## src/rtl/vel_resolver.sv

```systemverilog
// vel_resolver: polar-to-Cartesian velocity conversion.
// A quarter-wave sine table is folded into full-circle sine and cosine.
// Both are scaled by the magnitude and delivered through a start/ready/valid handshake.
module vel_resolver #(
    parameter int ANGLE_BITS = 8,
    parameter int AMP_BITS   = 8,
    parameter int MAG_BITS   = 8
) (
    input  logic                       clk,
    input  logic                       reset,
    input  logic                       start,
    input  logic [ANGLE_BITS-1:0]      angle,
    input  logic [MAG_BITS-1:0]        mag,
    output logic                       ready,
    output logic                       out_valid,
    output logic signed [MAG_BITS:0]   vx,
    output logic signed [MAG_BITS:0]   vy,
    output logic signed [AMP_BITS:0]   sin_o,
    output logic signed [AMP_BITS:0]   cos_o
);

    localparam int Q         = 1 << (ANGLE_BITS - 2);
    localparam int FRAC_BITS = ANGLE_BITS - 2;
    localparam int IDX_BITS  = ANGLE_BITS - 1;
    localparam int PROD_BITS = MAG_BITS + AMP_BITS;

    localparam logic [ANGLE_BITS-1:0] QUARTER_TURN = ANGLE_BITS'(Q);
    localparam logic [IDX_BITS-1:0]   Q_IDX        = IDX_BITS'(Q);
    localparam logic [PROD_BITS-1:0]  ROUND_HALF   = PROD_BITS'(1) << (AMP_BITS - 1);

    typedef enum logic [1:0] {
        IDLE,
        RD_COS,
        RD_SIN,
        MUL
    } state_t;

    // One quarter-table entry, evaluated only at elaboration time.
    function automatic logic [AMP_BITS-1:0] sine_entry(input int k);
        real phase;
        real scaled;
        phase  = 3.14159265358979323846 * real'(k) / (2.0 * real'(Q));
        scaled = $sin(phase) * real'((1 << AMP_BITS) - 1);
        return AMP_BITS'($rtoi(scaled + 0.5));
    endfunction

    // Apply a folded sign to an unsigned scaled magnitude; negating zero stays zero.
    function automatic logic signed [MAG_BITS:0] apply_sign_mag(input logic [MAG_BITS-1:0] m,
                                                                input logic neg);
        return neg ? -$signed({1'b0, m}) : $signed({1'b0, m});
    endfunction

    // Apply a folded sign to a unit table amplitude.
    function automatic logic signed [AMP_BITS:0] apply_sign_amp(input logic [AMP_BITS-1:0] a,
                                                                input logic neg);
        return neg ? -$signed({1'b0, a}) : $signed({1'b0, a});
    endfunction

    state_t state;
    state_t next_state;
    logic   accept;

    logic [AMP_BITS-1:0]   quarter_tbl [0:Q];
    logic [ANGLE_BITS-1:0] angle_r;
    logic [MAG_BITS-1:0]   mag_r;

    logic [ANGLE_BITS-1:0] lookup_angle;
    logic [FRAC_BITS-1:0]  lookup_frac;
    logic [IDX_BITS-1:0]   rd_idx;
    logic                  lookup_sign;

    logic [AMP_BITS-1:0]   rd_data;
    logic                  rd_sign;

    logic [PROD_BITS-1:0]  product;
    logic [MAG_BITS-1:0]   scaled_mag;

    logic [AMP_BITS-1:0]   cos_amp_r;
    logic                  cos_sign_r;
    logic [MAG_BITS-1:0]   cos_scaled_r;

    for (genvar k = 0; k <= Q; k++) begin : g_tbl
        assign quarter_tbl[k] = sine_entry(k);
    end

    // State register; reset returns to IDLE and aborts any computation in flight.
    always_ff @(posedge clk) begin
        if (reset) begin
            state <= IDLE;
        end else begin
            state <= next_state;
        end
    end

    // Next-state logic, the ready handshake and the operand-latch enable.
    always_comb begin
        next_state = state;
        ready      = 1'b0;
        accept     = 1'b0;
        case (state)
            IDLE: begin
                ready = 1'b1;
                if (start) begin
                    accept     = 1'b1;
                    next_state = RD_COS;
                end
            end
            RD_COS:  next_state = RD_SIN;
            RD_SIN:  next_state = MUL;
            MUL:     next_state = IDLE;
            default: next_state = IDLE;
        endcase
    end

    // Fold the current lookup into a table index and sign. Cosine reads use angle + Q.
    always_comb begin
        lookup_angle = (state == RD_COS) ? angle_r + QUARTER_TURN : angle_r;
        lookup_frac  = lookup_angle[FRAC_BITS-1:0];
        lookup_sign  = lookup_angle[ANGLE_BITS-1];
        if (lookup_angle[ANGLE_BITS-2]) begin
            rd_idx = Q_IDX - {1'b0, lookup_frac};
        end else begin
            rd_idx = {1'b0, lookup_frac};
        end
    end

    // Registered table read, with the matching folded sign carried alongside.
    always_ff @(posedge clk) begin
        rd_data <= quarter_tbl[rd_idx];
        rd_sign <= lookup_sign;
    end

    // Round-to-nearest scaling of the registered table value by the latched magnitude.
    always_comb begin
        product    = PROD_BITS'(mag_r) * PROD_BITS'(rd_data) + ROUND_HALF;
        scaled_mag = product[PROD_BITS-1:AMP_BITS];
    end

    // Operand latch on accept, so later input changes do not reach the computation in flight.
    always_ff @(posedge clk) begin
        if (accept) begin
            angle_r <= angle;
            mag_r   <= mag;
        end
    end

    // Hold the cosine result while the sine read completes.
    always_ff @(posedge clk) begin
        if (state == RD_SIN) begin
            cos_amp_r    <= rd_data;
            cos_sign_r   <= rd_sign;
            cos_scaled_r <= scaled_mag;
        end
    end

    // Output registers: update once per computation and pulse out_valid for one cycle.
    always_ff @(posedge clk) begin
        if (reset) begin
            out_valid <= 1'b0;
            vx        <= '0;
            vy        <= '0;
            sin_o     <= '0;
            cos_o     <= '0;
        end else begin
            out_valid <= 1'b0;
            if (state == MUL) begin
                out_valid <= 1'b1;
                vx        <= apply_sign_mag(cos_scaled_r, cos_sign_r);
                vy        <= apply_sign_mag(scaled_mag, rd_sign);
                cos_o     <= apply_sign_amp(cos_amp_r, cos_sign_r);
                sin_o     <= apply_sign_amp(rd_data, rd_sign);
            end
        end
    end

endmodule

```

## config.mk

```make
export PLATFORM = sky130hd
export DESIGN_NAME = vel_resolver
export DESIGN_NICKNAME = d
export VERILOG_FILES = /design/src/rtl/vel_resolver.sv
export SDC_FILE = /design/constraint.sdc
export NUM_CORES = 1
export LEC_CHECK = 0
export ABC_AREA = 1
export ABC_CLOCK_PERIOD_IN_PS = 10800
export BUFFER_PORTS_ARGS = -buffer_cell sky130_fd_sc_hd__buf_2
export CAP_MARGIN = 30
export CORE_UTILIZATION = 60
export DETAILED_ROUTE_END_ITERATION = 12
export MAX_ROUTING_LAYER = met4
export PLACE_DENSITY_LB_ADDON = 0.05
export SYNTH_ARGS = -nofsm -noshare
export SYNTH_HDL_FRONTEND = slang
export SYNTH_SLANG_ARGS = --single-unit
```

## constraint.sdc

```tcl
create_clock -name clk -period 10.8 [get_ports clk]
set_clock_uncertainty 0.2 [all_clocks]
set_input_delay 1.62 -clock clk [delete_from_list [all_inputs] [get_ports clk]]
set_output_delay 1.62 -clock clk [all_outputs]
set_load 0.01 [all_outputs]
```

==> impl_metrics.json <==
{
  "status": "completed",
  "final_common_cell": "nand2_1",
  "drive_gt1_share_pct": 13.0,
  "finalCriticalPeriod_ns": 5.15,
  "numPortBuffers": 56,
  "firstDrtPassIters": 5,
  "synth-compound-area-share_pct": 10.4,
  "start_util_pct": 61.5,
  "finalNetCount": 962,
  "synth_area_mm2": 0.00632,
  "yosys.area_share.xor_xnor_pct": 3.15,
  "r2r-end": "vy[8]$_SDFFE_PP0P_",
  "ys_warn_count": 0,
  "setup_violations": 0,
  "synth_edf_count": 33,
  "dieWidth_um": 105,
  "maxSlewViolCount": 0,
  "rsz0062_at_grt": "no",
  "yosysSeqAreaShare_pct": 30.9,
  "routed_wl_mm": 14.1,
  "overflow": 0,
  "clockBufferDepth": 2,
  "synthCells": 823,
  "hold_viol": 0,
  "rr_worst_depth": 21,
  "whs_ns": 0.262,
  "worstSetupPathType": "flop to flop",
  "crit_end": "vy[8]$_SDFFE_PP0P_",
  "cts_resized": 0,
  "cp.arrival_ns": 5.21,
  "synthSimpleGateAreaFrac_pct": 21.8,
  "ios": 57,
  "cp.required_ns": 10.86,
  "grt_pass1_wl_mm": 23.5,
  "final_cell_mix": "nand2_1, inv_1, buf_2",
  "antenna_found_initial": 0,
  "diodes": 0,
  "ys_async_sr_fraction_pct": 0,
  "globalplace.congestion": 0.930,
  "ys_seq_elements": 81,
  "postCtsSetupBuffers": 0,
  "worstHoldPathType": "flop to flop",
  "reg2reg_slack_ns": 5.65,
  "n_fill_cell": 932,
  "num_vias": 5340,
  "clockRootBuffer": "clkbuf_8",
  "cts_tree": "built",
  "antenna_left": 0,
  "drtIter0Drc": 442,
  "grt_usage_pct": 28.0,
  "ys_types": 48,
  "startpoint_type": "flop",
  "num_rows": 37,
  "setup.worst_path.start": "rd_data[3]$_SDFF_PP1_",
  "max_freq_mhz": 194,
  "vias_per_cell": 5.34,
  "worstPathMaxFanout": 13,
  "path_clk_slew_ns": 0.09,
  "die_h_um": 105,
  "ctsHoldBuffers": 0,
  "synthMuxAreaShare_pct": 0,
  "cts_buffers": 9,
  "htreeDepth": 3,
  "post_drt_wl_per_cell_um": 14.1,
  "drv_cap": 0,
  "drc": 0,
  "area_growth_pct": 8.31,
  "synthAdderAreaFrac_pct": 20.8,
  "clock_sinks": 81,
  "min_period_over_period_pct": 47.7,
  "core_mm2": 0.0103,
  "crit_path_end_kind": "flop",
  "synth_top_family_by_area": "simple AND/OR/NAND/NOR gates",
  "die-area_mm2": 0.0110,
  "synth.net_count": 926,
  "grt_pass1_vias": 4940,
  "tns_ns": 0,
  "grt_max_degree": 66,
  "slew_headroom_pct": 37.7,
  "r2r_start": "rd_data[3]$_SDFF_PP1_",
  "syn_area_per_cell_um2": 7.68,
  "dp_hpwl_mm": 11.1,
  "ys.flop_type": "dfxtp_1",
  "insertion_delay_ns": 0.37,
  "worstMarginPinSlew_ns": 0.933
}
==> layer usage <==
layer / vias up / global-route usage [%] / share of wire [%]
li1: 2645 / - / -
met1: 2486 / 37.6 / 46
met2: 182 / 42.9 / 46
met3: 27 / 4.62 / 5.8
met4: 0 / 10.3 / 2.2
met5: - / - / 0
==> final cells by class <==
class                   count  area (µm²)  area share, %
multi-input cells         534        3550           51.9
flip-flops and latches     81        1950           28.5
inverters                 176         664           9.70
repair buffers             57         300           4.39
well taps                 136         170           2.48
clock buffers               9         124           1.81
clock inverters             7        83.8           1.22
==> cells in the mapped netlist, types with 6 or more instances <==
cell / number / area [µm²]
o221ai_1: 9 / 78.8
ha_1: 49 / 613
nor3_1: 9 / 45.0
xor2_1: 9 / 78.8
a21oi_1: 36 / 180
inv_2: 8 / 30.0
dfxtp_1: 48 / 961
inv_1: 166 / 623
nor2_1: 41 / 154
nand2_2: 6 / 37.5
nand2_1: 206 / 773
o21ai_1: 6 / 30.0
clkbuf_1: 26 / 97.6
fa_1: 35 / 701
edfxtp_1: 33 / 991
o21ai_0: 36 / 180
nand3_1: 40 / 200
==> registers in the layout (all words and copies together) (netlist names), 2 cells and up <==
signal,flops
sin_o,9
vx,9
rd_data,8
angle_r,8
vy,9
mag_r,8
cos_amp_r,8
state,2
cos_o,9
cos_scaled_r,8
==> worst max-delay path, cell delays in order (launching register included) <==
cell	delay, ns
dfxtp_1	0.66
nand2_1	0.11
inv_1	0.11
fa_1	0.44
fa_1	0.47
fa_1	0.55
inv_1	0.06
fa_1	0.54
inv_1	0.04
ha_1	0.35
nand2_1	0.12
nor2_1	0.12
nand3_1	0.09
nand2_1	0.11
nand2_1	0.07
nand2_2	0.10
ha_1	0.19
nand3_1	0.08
nor2_1	0.18
nand3_1	0.16
o21ai_0	0.21
a21oi_1	0.09
==> cells by family after synthesis <==
group	Yosys count
xor+xnor	18
fa+ha+maj	84
buf+inv	208
flops	81
compound gates	112
simple gates	320
==> how the worst min path moves through the flow <==
| stage | from | endpoint | slack [ns] | depth (start not counted) |
|---|---|---|---|---|
| final | angle_r[7]$_DFFE_PP_ | rd_sign$_DFF_P_ | 0.26 | 1 |
| after global routing | sin_o[8]$_SDFFE_PP0P_ | sin_o[8]$_SDFFE_PP0P_ | 0.28 | 2 |
| after CTS | vx[8]$_SDFFE_PP0P_ | vx[8]$_SDFFE_PP0P_ | 0.27 | 2 |
| after detailed placement | vx[8]$_SDFFE_PP0P_ | vx[8]$_SDFFE_PP0P_ | 0.26 | 2 |
| after global placement | angle_r[7]$_DFFE_PP_ | rd_sign$_DFF_P_ | 0.24 | 1 |
| after floorplan | rd_data[0]$_SDFF_PP1_ | cos_amp_r[0]$_DFFE_PP_ | 0.21 | 0 |
==> per-stage QoR <==
stage	cell area (µm²)	utilization [%]	std cells	worst slack (ns)
floorplan	6320	-	823	6.10
global placement	6620	64.4	983	5.82
detailed placement	6620	64.4	983	5.72
CTS	6830	66.4	999	5.69
global route	6850	66.6	1000	5.29
finish	6850	66.6	1000	5.65
Power is left out: the tool's default activity adds up to more than one toggle a clock period on the data nets, which glitch-free logic cannot reach.
